File: config.mk
export PLATFORM = sky130hd
export DESIGN_NAME = seq_magnitude_comparator
export DESIGN_NICKNAME = d
export VERILOG_FILES = /design/src/rtl/seq_magnitude_comparator_pkg.sv /design/src/rtl/seq_magnitude_comparator_slice.sv /design/src/rtl/seq_magnitude_comparator.sv
export SDC_FILE = /design/constraint.sdc
export NUM_CORES = 1
export LEC_CHECK = 0
export ABC_CLOCK_PERIOD_IN_PS = 3300
export CAP_MARGIN = 20
export CORE_MARGIN = 4
export CORE_UTILIZATION = 52
export DETAILED_ROUTE_END_ITERATION = 8
export GPL_TIMING_DRIVEN = 1
export PLACE_DENSITY = 0.8
export SETUP_SLACK_MARGIN = 0.5
export SLEW_MARGIN = 30
export SYNTH_ARGS = -nofsm -noshare
export SYNTH_HDL_FRONTEND = slang
export SYNTH_SLANG_ARGS = --single-unit
File: constraint.sdc
create_clock -name clk -period 3.3 [get_ports clk]
set_input_delay 0.99 -clock clk [delete_from_list [all_inputs] [get_ports clk]]
set_output_delay 0.99 -clock clk [all_outputs]
set_load 0.01 [all_outputs]
File: src/rtl/seq_magnitude_comparator_pkg.sv
// Shared types and encodings for the sequential magnitude comparator.
package seq_magnitude_comparator_pkg;

    // Controller states; encodings are fixed so other blocks can decode them.
    typedef enum logic [1:0] {
        ST_IDLE = 2'd0,
        ST_RUN  = 2'd1,
        ST_DONE = 2'd2
    } state_t;

    // Result encoding as {equal, greater, less}; exactly one bit set when valid.
    localparam logic [2:0] RES_NONE = 3'b000;
    localparam logic [2:0] RES_EQ   = 3'b100;
    localparam logic [2:0] RES_GT   = 3'b010;
    localparam logic [2:0] RES_LT   = 3'b001;

endpackage

File: src/rtl/seq_magnitude_comparator_slice.sv
// Combinational compare of one SLICE-bit slice. invert_msb flips the top bit of
// both operands, turning a two's-complement top slice into offset binary.
module seq_magnitude_comparator_slice #(
    parameter int SLICE = 4
) (
    input  logic [SLICE-1:0] a,
    input  logic [SLICE-1:0] b,
    input  logic             invert_msb,
    output logic             eq,
    output logic             gt,
    output logic             lt
);

    logic [SLICE-1:0] a_adj;
    logic [SLICE-1:0] b_adj;

    // Apply the optional sign-bit inversion, then compare as unsigned.
    always_comb begin
        // NOTE: every output of a combinational block gets a default first, so no path can infer a latch.
        a_adj = a;
        b_adj = b;
        if (invert_msb) begin
            a_adj[SLICE-1] = ~a[SLICE-1];
            b_adj[SLICE-1] = ~b[SLICE-1];
        end
        eq = (a_adj == b_adj);
        gt = (a_adj >  b_adj);
        lt = (a_adj <  b_adj);
    end

endmodule

File: src/rtl/seq_magnitude_comparator.sv
// Multi-cycle magnitude comparator: walks the registered operands one slice per
// cycle from the MSB, signed or unsigned per operation, with optional early exit.
module seq_magnitude_comparator
    import seq_magnitude_comparator_pkg::*;
#(
    parameter int WIDTH      = 32,
    parameter int SLICE      = 4,
    parameter bit EARLY_EXIT = 1'b1
) (
    input  logic             clk,
    input  logic             reset,
    input  logic             in_valid,
    output logic             in_ready,
    input  logic [WIDTH-1:0] x,
    input  logic [WIDTH-1:0] y,
    input  logic             sign,
    output logic             out_valid,
    input  logic             out_ready,
    output logic             equal,
    output logic             greater,
    output logic             less
);

    localparam int              NSLICE  = WIDTH / SLICE;
    localparam int              IDX_W   = (NSLICE > 1) ? $clog2(NSLICE) : 1;
    localparam logic [IDX_W-1:0] TOP_IDX = IDX_W'(NSLICE - 1);

    state_t           state;
    state_t           state_nxt;
    logic [WIDTH-1:0] x_q;
    logic [WIDTH-1:0] y_q;
    logic             sign_q;
    logic [IDX_W-1:0] idx;
    logic             pend_gt;
    logic             pend_lt;
    logic             pend_any;
    logic [SLICE-1:0] slice_x;
    logic [SLICE-1:0] slice_y;
    logic             invert_msb;
    logic             slice_eq;
    logic             slice_gt;
    logic             slice_lt;
    logic             accept;
    logic             decide;

    assign accept     = in_valid && in_ready;
    assign invert_msb = sign_q && (idx == TOP_IDX);
    assign pend_any   = pend_gt || pend_lt;
    // The walk ends on the first unequal slice (early exit) or on the last slice.
    assign decide     = (EARLY_EXIT && !slice_eq) || (idx == '0);

    // Select slice idx of both registered operands.
    always_comb begin
        slice_x = '0;
        slice_y = '0;
        for (int i = 0; i < NSLICE; i++) begin
            if (idx == IDX_W'(i)) begin
                slice_x = x_q[i*SLICE +: SLICE];
                slice_y = y_q[i*SLICE +: SLICE];
            end
        end
    end

    seq_magnitude_comparator_slice #(
        .SLICE(SLICE)
    ) u_slice (
        .a          (slice_x),
        .b          (slice_y),
        .invert_msb (invert_msb),
        .eq         (slice_eq),
        .gt         (slice_gt),
        .lt         (slice_lt)
    );

    // State register.
    always_ff @(posedge clk or posedge reset) begin
        // NOTE: sequential state is written with non-blocking assignments so every register samples pre-edge values.
        if (reset) begin
            state <= ST_IDLE;
        end else begin
            state <= state_nxt;
        end
    end

    // Next-state and handshake outputs, decoded from the current state.
    always_comb begin
        state_nxt = state;
        in_ready  = 1'b0;
        out_valid = 1'b0;
        case (state)
            ST_IDLE: begin
                in_ready = 1'b1;
                if (in_valid) state_nxt = ST_RUN;
            end
            ST_RUN: begin
                if (decide) state_nxt = ST_DONE;
            end
            ST_DONE: begin
                out_valid = 1'b1;
                if (out_ready) state_nxt = ST_IDLE;
            end
            default: state_nxt = ST_IDLE;
        endcase
    end

    // Capture operands on accept, then step the slice index down while running.
    always_ff @(posedge clk or posedge reset) begin
        // NOTE: operand registers are reset as well; they are few and this keeps X out of the compare path after reset.
        if (reset) begin
            x_q     <= '0;
            y_q     <= '0;
            sign_q  <= 1'b0;
            idx     <= '0;
            pend_gt <= 1'b0;
            pend_lt <= 1'b0;
        end else if (accept) begin
            x_q     <= x;
            y_q     <= y;
            sign_q  <= sign;
            idx     <= TOP_IDX;
            pend_gt <= 1'b0;
            pend_lt <= 1'b0;
        end else if (state == ST_RUN && !decide) begin
            idx <= idx - IDX_W'(1);
            // Without early exit, remember the first unequal slice until the walk ends.
            if (!pend_any) begin
                pend_gt <= slice_gt;
                pend_lt <= slice_lt;
            end
        end
    end

    // Register the verdict on the deciding edge; it holds until the next one.
    always_ff @(posedge clk or posedge reset) begin
        if (reset) begin
            equal   <= 1'b0;
            greater <= 1'b0;
            less    <= 1'b0;
        end else if (state == ST_RUN && decide) begin
            equal   <= !pend_any && slice_eq;
            greater <= pend_gt || (!pend_any && slice_gt);
            less    <= pend_lt || (!pend_any && slice_lt);
        end
    end

endmodule

==> key figures, run 1 <==
Timing
  • Tcrit/Tclk final: 0.8664
  • Fin. Hold Viols: 0
  • Setup-failing EPs final: 0
  • Slew @ Worst Pin: 0.6652 ns
  • Worst Skew: 0.01339 ns
  • Sum of negative setup slack: 0 ns
  • Final min period: 2.859 ns
  • RSZ-0062 raised after global routing: yes
  • Rel. slew slack: 0.5556
  • FMAX: 349.8 MHz
  • Fin. max-slew vios: 0
  • Hold slack: 0.4862 ns

Logic synthesis
  • YS warnings: 0
  • Flop and latch count out of synthesis: 75
  • Primary FF master, synth: dfrtp_1
  • Seq/Total Area, Yosys: 0.5018
  • Mapped Area: 0.003740 sq mm
  • Syn_nets: 524
  • Library cells used by synthesis: 40
  • Avg Synthesized Cell Area: 8.385 sq um
  • Post-synth EDFFs: 0
  • Mapped Cells: 446
  • Asr flop ratio synth: 1.000

Final layout
  • Area grow syn2layout: 37.04%
  • Post-route cell area: 0.005125 sq mm
  • Area of the multi-input gates: 0.001849 sq mm
  • Register area: 0.001881 sq mm
  • Fillers: 496
  • Final #Nets: 605
  • Share of layout cells above drive strength 1: 0.1466
  • Diodes inserted: 0

Flow run
  • Max-cap violations: 0

Routing
  • Routed vias/inst: 5.403
  • Length of the first detailed-routing pass in iterations: 7
  • Vias: 3,393
  • Wirelength per Cell: 16.22 um
  • Routed Antenna Nets: 0
  • Drt drc: 0
  • Drt initial violations: 295
  • Routed wire length: 10.18 mm

Clock network
  • CTS tree: done
  • Clk buf depth: 2
  • Root Driver: clkbuf_8
  • Clock transition at path regs: 0.08 ns
  • Clk sink count: 75
  • Worst-skew pair later-pin latency: 0.36 ns
  • Num CTS Buffers: 9
  • H-tree depth: 3

GRT
  • First-pass GRT wire length: 15.57 mm
  • GRT Total Usage: 0.2289
  • Initial antenna violation count: 0
  • Vias in the first global route: 3,319
  • Grt total ovfl: 0
  • Largest net degree at the start of global routing: 54

Die
  • Row count: 30
  • Die Wd: 92.81 um
  • Boundary pin count: 74
  • Core box area: 0.006907 sq mm
  • Die ar.: 0.008613 sq mm
  • Initial Utilization: 0.5415
  • Die height: 92.81 um

Placement
  • GP Congestion: 0.9157
  • DP Area: 0.004539 sq mm
  • DP HPWL: 6.348 mm
  • Number of port buffers: 73

Worst hold path
  • Worst hold path type: flop to flop

Critical path
  • Worst path arrival time: 3.09 ns
  • CP max FO: 12
  • Slowest cell on crit path: dfrtp_2
  • Crit path buf inv count: 2
  • Crit-path most repeated cell: ha_4
  • Worst Setup Path Type: flop to flop
  • Worst EP required: 3.53 ns
  • Slowest cell delay on critical path: 0.45 ns
  • Worst path cell trace: inv_2 -> ha_4 -> buf_6 -> a211o_1 -> nand2_1 -> a32o_1 -> a32o_2 -> ha_4 -> nand4_4 -> or3_4 -> nand2_2 -> o211ai_1
  • CP startpoint kind: flop
  • Worst Setup End Kind: flop
  • CP top delay family: compound AO/OA/AOI/OAI gates

Run status
  • Status: completed

Pwr
  • Static Leak: 2.391 nW
  • VDD IR-drop max: 0.3020 mV
  • Power Dens Cells: 815.7 mW/mm^2
-- report_power, final --
part           total [W]  leakage, nW  switching, W  internal [W]
sequential       0.00162        0.918      0.000282       0.00134
clock           0.000775        0.113      0.000352      0.000424
combinational    0.00179         1.36      0.000955      0.000832
total            0.00418         2.39       0.00159       0.00259
-- final cells by class --
class | count | area share
tap | 96 | 0.02344
sequential | 75 | 0.3669
inverter | 19 | 0.01514
multi-input combinational | 325 | 0.3608
timing repair buffer | 97 | 0.1914
clock inverter | 7 | 0.01807
clock buffer | 9 | 0.02417
-- worst register-to-register path: cells and delay by family, from the launching register on --
| family | cells | cell delay [ns] |
|---|---|---|
| AO/OA/AOI/OAI | 4 | 0.79 |
| adder cells (fa/ha/maj) | 2 | 0.47 |
| buffers and inverters | 2 | 0.28 |
| flip-flops | 1 | 0.45 |
| AND/OR/NAND/NOR | 4 | 0.73 |
-- layout by cell type, fill, tap and decap left out, types with 4 or more instances in the layout --
cell | synthesis | layout
a21oi_1 | 22 | 19
and2_1 | 6 | 5
buf_4 | 4 | 16
buf_6 | 3 | 4
clkbuf_8 | 0 | 9
clkdlybuf4s50_1 | 0 | 73
dfrtp_1 | 75 | 72
ha_4 | 0 | 8
inv_1 | 19 | 16
nand2_1 | 195 | 193
nand2b_1 | 7 | 7
nand3_1 | 5 | 5
nor2_1 | 9 | 6
o21ai_0 | 23 | 21
-- state kept, by name, summed over array words and instances (netlist names) --
register and cells:
x_q 32, sign_q 1, equal 1, idx 3, y_q 32, state 2
pend_lt 1, greater 1, pend_gt 1, less 1
-- through the flow --
step           std cells    util  power (W)  setup WS (ns)
4_1_cts              618  0.7103   0.003935         0.4985
2_1_floorplan        446       -   0.002497         0.5930
6_report             628  0.7420   0.004181         0.4409
3_3_place_gp         598  0.6572   0.002882         0.4065
5_1_grt              628  0.7420   0.004448         0.3414
3_5_place_dp         598  0.6572   0.002948         0.2739
-- cells in the mapped netlist (all sizes together) (2+ instances only) --
library cell / n / area, sq um
o21ai: 23 / 115.1
a211oi: 5 / 37.54
nand2b: 7 / 43.79
a221o: 2 / 20.02
a211o: 2 / 17.52
clkbuf: 3 / 11.26
a31oi: 2 / 12.51
xnor2: 2 / 17.52
nand3: 5 / 25.02
nand2: 195 / 732.0
and2: 6 / 37.54
a21oi: 22 / 110.1
a221oi: 5 / 43.79
o32ai: 3 / 26.28
a21boi: 3 / 22.52
inv: 19 / 71.32
buf: 24 / 145.1
dfrtp: 75 / 1877
ha: 9 / 112.6
a22oi: 4 / 30.03
nand3b: 2 / 15.01
a32o: 4 / 40.04
nor2: 9 / 33.78
a21o: 2 / 15.01
-- per-layer routing --
layer  global-route usage  vias up  wire [um]
met5                    0        -          0
met4               0.1111        0        319
met3              0.04955       38        754
met2               0.3689      172       4872
met1               0.2925     1565       4238
li1                     -     1618          -
-- final timing paths --
check / start / slack [ns] / endpoint / cells after the start
worst max-delay path: idx[1] / 0.44 / idx[1] / 12
worst min-delay path: y_q[23] / 0.49 / y_q[23] / 2
worst max register to register: idx[1] / 0.44 / idx[1] / 12
worst min register to register: y_q[23] / 0.49 / y_q[23] / 2
max in group asynchronous: reset / 1.58 / idx[0] / 3
min in group asynchronous: reset / 1.08 / greater / 2
-- repair_timing --
item / CTS / global route
endpoints found under the setup margin: 9 / 9
gates cloned: 0 / 1
gates resized for setup: 23 / 34
pin swaps: 5 / 13
hold buffers: 0 / 0
buffers inserted: 4 / 9
-- cells by family (layout without fill, tap and decap cells) --
family	Yosys count	after routing	share of synthesized area
and+or+nand+nor	230	230	0.2509
muxes	1	1	0.006022
AOI/OAI and AO/OA	82	82	0.1432
DFF	75	75	0.5018
xor gates and xnor gates	3	3	0.007027
adders and majority gates	9	9	0.03011
buffers and inverters	46	132	0.06089
Power figures use the tool's default switching activity.
==> run 2, diff against run 1 <==
- SYNTH_HIERARCHICAL: unset -> 1
==> run 2 against run 1 <==
  * Worst setup slack got worse by 0.023 ns
  * Clock skew about the same
  * Total power decreased by 3.4%
  * Final cell count increased by 5.1%
  * Sequential power about the same
  * Core utilization decreased by 2.7 points
  * Cell area increased by 1.2%
  * Sequential share of layout area decreased by 0.50 points
  * Critical path type unchanged
  * Highest routed layer unchanged
==> key figures, run 2 <==
Run status
  • Status: completed

GRT
  • Grt total ovfl: 0 (unchanged)
  • GRT Total Usage: 0.2314 (+0.002435)
  • First-pass GRT wire length: 16.01 mm (+2.8%)
  • Vias in the first global route: 3,433 (+3.4%)
  • Initial antenna violation count: 0 (unchanged)
  • Largest net degree at the start of global routing: 76 (+41%)

Timing
  • Slew @ Worst Pin: 0.6773 ns (+0.01213 ns)
  • Fin. max-slew vios: 0 (unchanged)
  • Fin. Hold Viols: 0 (unchanged)
  • Tcrit/Tclk final: 0.8733 (+0.006931)
  • FMAX: 347.0 MHz (-0.79%)
  • Setup slack after layout: 0.4181 ns (-0.02287 ns)
  • RSZ-0062 raised after global routing: yes
  • Final min period: 2.882 ns (+0.02287 ns)
  • Sum of negative setup slack: 0 ns (unchanged)
  • Rel. slew slack: 0.5469 (-0.008749)
  • Hold slack: 0.4756 ns (-0.01053 ns)
  • Setup-failing EPs final: 0 (unchanged)
  • Worst Skew: 0.01359 ns (+0.0002032 ns)

Final layout
  • Area grow syn2layout: 34.08%
  • Most frequent cells in the layout: 219 x nand2_1, 74 x dfrtp_1, 73 x clkdlybuf4s50_1, 23 x buf_4, 22 x a21oi_1
  • Largest registers: x_q (32), y_q (32), idx (3)
  • Diodes inserted: 0 (unchanged)
  • Register area: 0.001878 sq mm (-0.13%)
  • Area of the multi-input gates: 0.001892 sq mm (+2.3%)
  • Most common cell after layout, fill and taps aside: nand2_1
  • Final #Nets: 634 (+4.8%)
  • Share of layout cells above drive strength 1: 0.1462 (-0.0004490)
  • Fillers: 568 (+15%)

Die
  • Boundary pin count: 74 (unchanged)
  • Core box area: 0.007253 sq mm (+5.0%)
  • Row count: 31 (+3.3%)
  • Die Wd: 94.27 um (+1.6%)
  • Die height: 94.27 um (+1.6%)
  • Initial Utilization: 0.5336 (-0.007934)
  • Die ar.: 0.008887 sq mm (+3.2%)

Critical path
  • Worst Setup End Kind: flop
  • Worst Setup Path Type: flop to flop
  • R2R cell count: 13 (+1)
  • CP startpoint kind: flop
  • Worst path arrival time: 3.08 ns (about the same)
  • FF-to-FF Start: idx[1]
  • CP max FO: 6 (-6)
  • Slack of the worst reg-to-reg path: 0.42 ns (-0.02 ns)
  • R2r endpoint: idx[0]
  • Worst EP required: 3.50 ns (-0.03 ns)
  • Worst Setup SP: idx[1]

Clock network
  • Root Driver: clkbuf_8
  • Clock transition at path regs: 0.08 ns (about the same)
  • Num CTS Buffers: 9 (unchanged)
  • H-tree depth: 3 (unchanged)
  • CTS tree: done
  • Clk sink count: 75 (unchanged)
  • Worst-skew pair later-pin latency: 0.35 ns (about the same)
  • Clk buf depth: 2 (unchanged)
  • Hold bufs inserted after CTS: 0 (unchanged)

Logic synthesis
  • Most common cell in the netlist: nand2_1
  • Flop and latch count out of synthesis: 75 (unchanged)
  • Yosys top cell by area: dfrtp_1
  • Syn_nets: 550 (+5.0%)
  • Top cells by area, synth: dfrtp_1 48%, nand2_1 21%, a21oi_1 3.1%
  • Post-synth EDFFs: 0 (unchanged)
  • Mapped Cells: 473 (+6.1%)
  • Top-area cell type share of the netlist area: 0.4850 (-0.01687)
  • Asr flop ratio synth: 1.000 (unchanged)
  • Library cells used by synthesis: 41 (+2.5%)
  • Seq/Total Area, Yosys: 0.4850 (-0.01687)
  • Mapped Area: 0.003870 sq mm (+3.5%)
  • Avg Synthesized Cell Area: 8.182 sq um (-2.4%)
  • Primary FF master, synth: dfrtp_1
  • Commonest cells in the synthesized netlist: 221 x nand2_1, 75 x dfrtp_1, 24 x a21oi_1
  • YS warnings: 6 (+6)

Routing
  • Routed Antenna Nets: 0 (unchanged)
  • Drt drc: 0 (unchanged)
  • Vias: 3,490 (+2.9%)
  • Length of the first detailed-routing pass in iterations: 4 (-3)
  • Routed vias/inst: 5.288 (-2.1%)
  • Routed wire length: 10.00 mm (-1.8%)
  • Drt initial violations: 158 (-46%)
  • Wirelength per Cell: 15.15 um (-6.6%)

Worst hold path
  • Hold Path Depth: 2 (unchanged)
  • Hold Crit Start: x_q[16]
  • Worst hold path type: flop to flop
  • Hold path endpoint: x_q[16]

Placement
  • Dpl ws: 0.1799 ns (-0.09407 ns)
  • GP Congestion: 0.8637 (-5.7%)
  • DP HPWL: 6.692 mm (+5.4%)
  • Number of port buffers: 73 (unchanged)

Pwr
  • VDD IR-drop max: 0.3768 mV (+25%)
  • Overall power: 0.004037 W (-3.4%)
  • Power Dens Cells: 778.0 mW/mm^2 (-4.6%)
  • Static Leak: 2.536 nW (+6.1%)

Flow run
  • Max-cap violations: 0 (unchanged)
run 2: cell count changes in the layout (fill, tap and decap cells not counted), sizes merged, moves of 4 or more:
cell	previous run	this run
nand2	195	221
nor2b	1	13
nand2b	7	2
and2	6	1
a32oi	0	4
a211oi	5	1
o2111ai	0	5
a32o	4	0
buf	23	29
o22ai	0	4
run 2: power breakdown:
group | switching (W) | total (W) | internal, W
registers | 0.000285 | 0.00162 | 0.00134
logic | 0.000885 | 0.00163 | 0.000749
clock network | 0.000340 | 0.000779 | 0.000440
run 2: timing repair:
action                                  in CTS  in global routing
resized for setup                           12                 24
endpoints found under the setup margin      10                 10
pin swaps                                    2                 14
hold endpoints to repair                     0                  0
buffers inserted                             8                  8
run 2: layer usage:
metal | vias up | track usage | routed length [um]
met2 | 113 | 0.3629 | 4677
li1 | 1694 | - | -
met4 | 0 | 0.09627 | 333
met3 | 29 | 0.05449 | 559
met1 | 1654 | 0.3075 | 4430
met5 | - | 0 | 0
run 2: worst max path at each step:
stage,to
after floorplan,idx[0]
after CTS,less
after global routing,pend_lt
final,idx[0]
after global placement,idx[0]
after detailed placement,less
run 2: layout make-up:
type | count | area share
multi-input combinational | 352 | 0.3646
inverter | 17 | 0.01350
timing repair buffer | 102 | 0.1946
tap | 99 | 0.02387
clock buffer | 10 | 0.02653
clock inverter | 5 | 0.01495
sequential | 75 | 0.3619
run 2: cells by family (layout without fill, tap and decap cells):
logic type | count (synthesis) | in the layout | synth area share
and+or+nand+nor | 267 | 267 | 0.2939
AOI/OAI and AO/OA | 76 | 76 | 0.1306
DFF | 75 | 75 | 0.4850
buffers and inverters | 46 | 134 | 0.06240
adders and majority gates | 8 | 8 | 0.02587
xor gates and xnor gates | 1 | 1 | 0.002264
run 2: per-stage QoR:
step | cell area [sq um] | std cells | utilization
2_1_floorplan | 3874 | 473 | -
3_3_place_gp | 4702 | 629 | 0.6483
3_5_place_dp | 4702 | 629 | 0.6483
4_1_cts | 5024 | 652 | 0.6926
5_1_grt | 5189 | 660 | 0.7154
6_report | 5189 | 660 | 0.7154
run 2: critical path: stages (launching register included):
cell and delay, ns:
dfrtp_1 0.41, buf_4 0.16, ha_4 0.18, buf_4 0.15, buf_4 0.14, a221oi_2 0.26, o21ai_1 0.11, a21oi_2 0.17
and2b_1 0.24, nor4b_4 0.32, buf_4 0.16, and3_4 0.23, xnor2_2 0.12, nand2_1 0.08
==> run 3, diff against run 2 <==
- MAX_ROUTING_LAYER: unset -> met4
==> run 3 against run 2 <==
  * Total power is 5.7% lower
  * First-iteration DRC count is 65% higher
  * Critical path depth is 2 higher
  * Flip-flop and latch count stayed put
  * Register-to-register slack better by 0.03 ns
  * Combinational power hardly changed
  * Worst setup slack better by 0.029 ns
  * Die area stayed put
  * Clock power is 25% lower
  * Fmax is 1.0% higher
  * Non-clock buffer count is 2 higher
  * Highest routed layer unchanged
==> key figures, run 3 (synthesis gave the netlist of run 2 again) <==
Clock network
  • Num CTS Buffers: 9 (unchanged)
  • Root Driver: clkbuf_8
  • Worst-skew pair later-pin latency: 0.35 ns (about the same)
  • CTS tree: done
  • Clk sink count: 75 (unchanged)
  • H-tree depth: 3 (unchanged)
  • Clk buf depth: 2 (unchanged)
  • Clock transition at path regs: 0.07 ns (about the same)

Critical path
  • Crit path buf inv count: 3 (-1)
  • Worst Setup Path Type: flop to flop
  • CP top delay family: compound AO/OA/AOI/OAI gates
  • Worst path cell trace: buf_6 -> ha_4 -> buf_4 -> nor2b_1 -> o21ai_1 -> o21ai_0 -> o21ai_1 -> ha_1 -> nand2_4 -> nor4b_4 -> buf_4 -> a31oi_1 -> nor2b_4 -> nor2_2 -> a21oi_1
  • Slowest cell on crit path: dfrtp_2
  • CP startpoint kind: flop
  • Slowest cell delay on critical path: 0.46 ns (+0.05 ns)
  • CP max FO: 8 (+2)
  • Worst Setup End Kind: flop
  • FF-to-FF Start: idx[1]
  • Worst path arrival time: 3.13 ns (+0.05 ns)
  • Worst EP required: 3.57 ns (+0.07 ns)
  • Worst Setup SP: idx[1]

Die
  • Initial Utilization: 0.5336 (unchanged)
  • Die height: 94.27 um (unchanged)
  • Boundary pin count: 74 (unchanged)
  • Die ar.: 0.008887 sq mm (unchanged)
  • Core box area: 0.007253 sq mm (unchanged)
  • Row count: 31 (unchanged)
  • Die Wd: 94.27 um (unchanged)

Final layout
  • Post-route cell area: 0.005125 sq mm (-1.2%)
  • Diodes inserted: 0 (unchanged)
  • Area grow syn2layout: 32.43%
  • Largest registers: x_q (32), y_q (32), idx (3)
  • Share of layout cells above drive strength 1: 0.1459 (-0.0002601)
  • Most common cell after layout, fill and taps aside: nand2_1
  • Final #Nets: 636 (+0.32%)
  • Most frequent cells in the layout: 218 x nand2_1, 73 x dfrtp_1, 73 x clkdlybuf4s50_1, 23 x buf_4, 22 x a21oi_1

Placement
  • Dpl ws: 0.1987 ns (+0.01888 ns)
  • DP HPWL: 6.620 mm (-1.1%)
  • Number of port buffers: 73 (unchanged)
  • DP Area: 0.004705 sq mm (about the same)
  • GP Congestion: 0.8717 (+0.93%)

GRT
  • GRT Total Usage: 0.2306 (-0.0007401)
  • Initial antenna violation count: 0 (unchanged)
  • Vias in the first global route: 3,308 (-3.6%)
  • First-pass GRT wire length: 15.31 mm (-4.4%)
  • Grt total ovfl: 0 (unchanged)
  • Largest net degree at the start of global routing: 76 (unchanged)

Routing
  • Drt drc: 0 (unchanged)
  • Routed vias/inst: 5.322 (+0.65%)
  • Length of the first detailed-routing pass in iterations: 4 (unchanged)
  • Routed Antenna Nets: 0 (unchanged)
  • Routed wire length: 9.670 mm (-3.3%)
  • Vias: 3,518 (+0.80%)
  • Drt initial violations: 261 (+65%)
  • Wirelength per Cell: 14.63 um (-3.4%)

Pwr
  • Overall power: 0.003807 W (-5.7%)
  • Power Dens Cells: 742.9 mW/mm^2 (-4.5%)
  • VDD IR-drop max: 0.3852 mV (+2.2%)
  • Static Leak: 2.498 nW (-1.5%)

Flow run
  • Max-cap violations: 0 (unchanged)

Worst hold path
  • Worst hold path type: flop to flop
  • Hold Crit Start: y_q[11]

Timing
  • Setup-failing EPs final: 0 (unchanged)
  • Hold slack: 0.4780 ns (+0.002342 ns)
  • Sum of negative setup slack: 0 ns (unchanged)
  • RSZ-0062 raised after global routing: yes
  • Worst Skew: 0.007915 ns (-0.005674 ns)
  • Tcrit/Tclk final: 0.8644 (-0.008905)
  • Fin. Hold Viols: 0 (unchanged)
  • Fin. max-slew vios: 0 (unchanged)
  • Setup slack after layout: 0.4474 ns (+0.02939 ns)
  • Slew @ Worst Pin: 0.5423 ns (-0.1350 ns)
  • Final min period: 2.853 ns (-0.02939 ns)
  • FMAX: 350.6 MHz (+1.0%)
  • Rel. slew slack: 0.6385 (+0.09162)

Run status
  • Status: completed
run 3: cell types whose count changed in the layout (fill, tap and decap cells not counted), moves of 2 or more:
cell       delta
clkbuf_1      +2
o21ai_0       +2
bufinv_16     -2
buf_6         +4
run 3: path summary, 6_finish.rpt:
| path | slack, ns | end | cells after the start |
|---|---|---|---|
| worst max-delay path | 0.45 | greater | 15 |
| worst min-delay path | 0.48 | y_q[11] | 2 |
| worst max register to register | 0.45 | greater | 15 |
| worst min register to register | 0.48 | y_q[11] | 2 |
| max in group asynchronous | 1.89 | idx[1] | 3 |
| min in group asynchronous | 1.07 | y_q[30] | 3 |
run 3: where the power goes:
part | internal [W] | total (W) | switching (W)
clock network | 0.000262 | 0.000581 | 0.000319
registers | 0.00134 | 0.00162 | 0.000283
logic | 0.000738 | 0.00160 | 0.000865
total | 0.00234 | 0.00381 | 0.00147
run 3: cell type report:
class                      instances  area, sq um
sequential                        75         1879
tap                               99        123.9
multi-input combinational        352         1881
timing repair buffer             104         1020
clock inverter                     3        17.52
clock buffer                      11        131.4
fill                             570         2128
inverter                          17        72.57
run 3: timing repair:
| item | 4_1_cts | 5_1_grt |
|---|---|---|
| hold buffers | 0 | 0 |
| pin swaps | 2 | 13 |
| endpoints found under the setup margin | 10 | 10 |
| resized for setup | 13 | 27 |
| buffers inserted | 6 | 10 |
run 3: stage by stage:
stage | cells | util
6_report | 661 | 0.7066
5_1_grt | 661 | 0.7066
4_1_cts | 651 | 0.6810
3_5_place_dp | 631 | 0.6486
3_3_place_gp | 631 | 0.6486
2_1_floorplan | 473 | -
run 3: per-layer routing:
layer | vias to the layer above | global-route usage | wire length [um]
met1 | 1654 | 0.2918 | 4171
met3 | 33 | 0.04728 | 538
li1 | 1696 | - | -
met2 | 135 | 0.3517 | 4588
met5 | - | - | 0
met4 | 0 | 0.1191 | 372
run 3: tightest hold or removal path: cells and delay by family, from the launching register on:
kind | cells | cell delay, ns
flip-flops | 1 | 0.34
AND/OR/NAND/NOR | 2 | 0.10
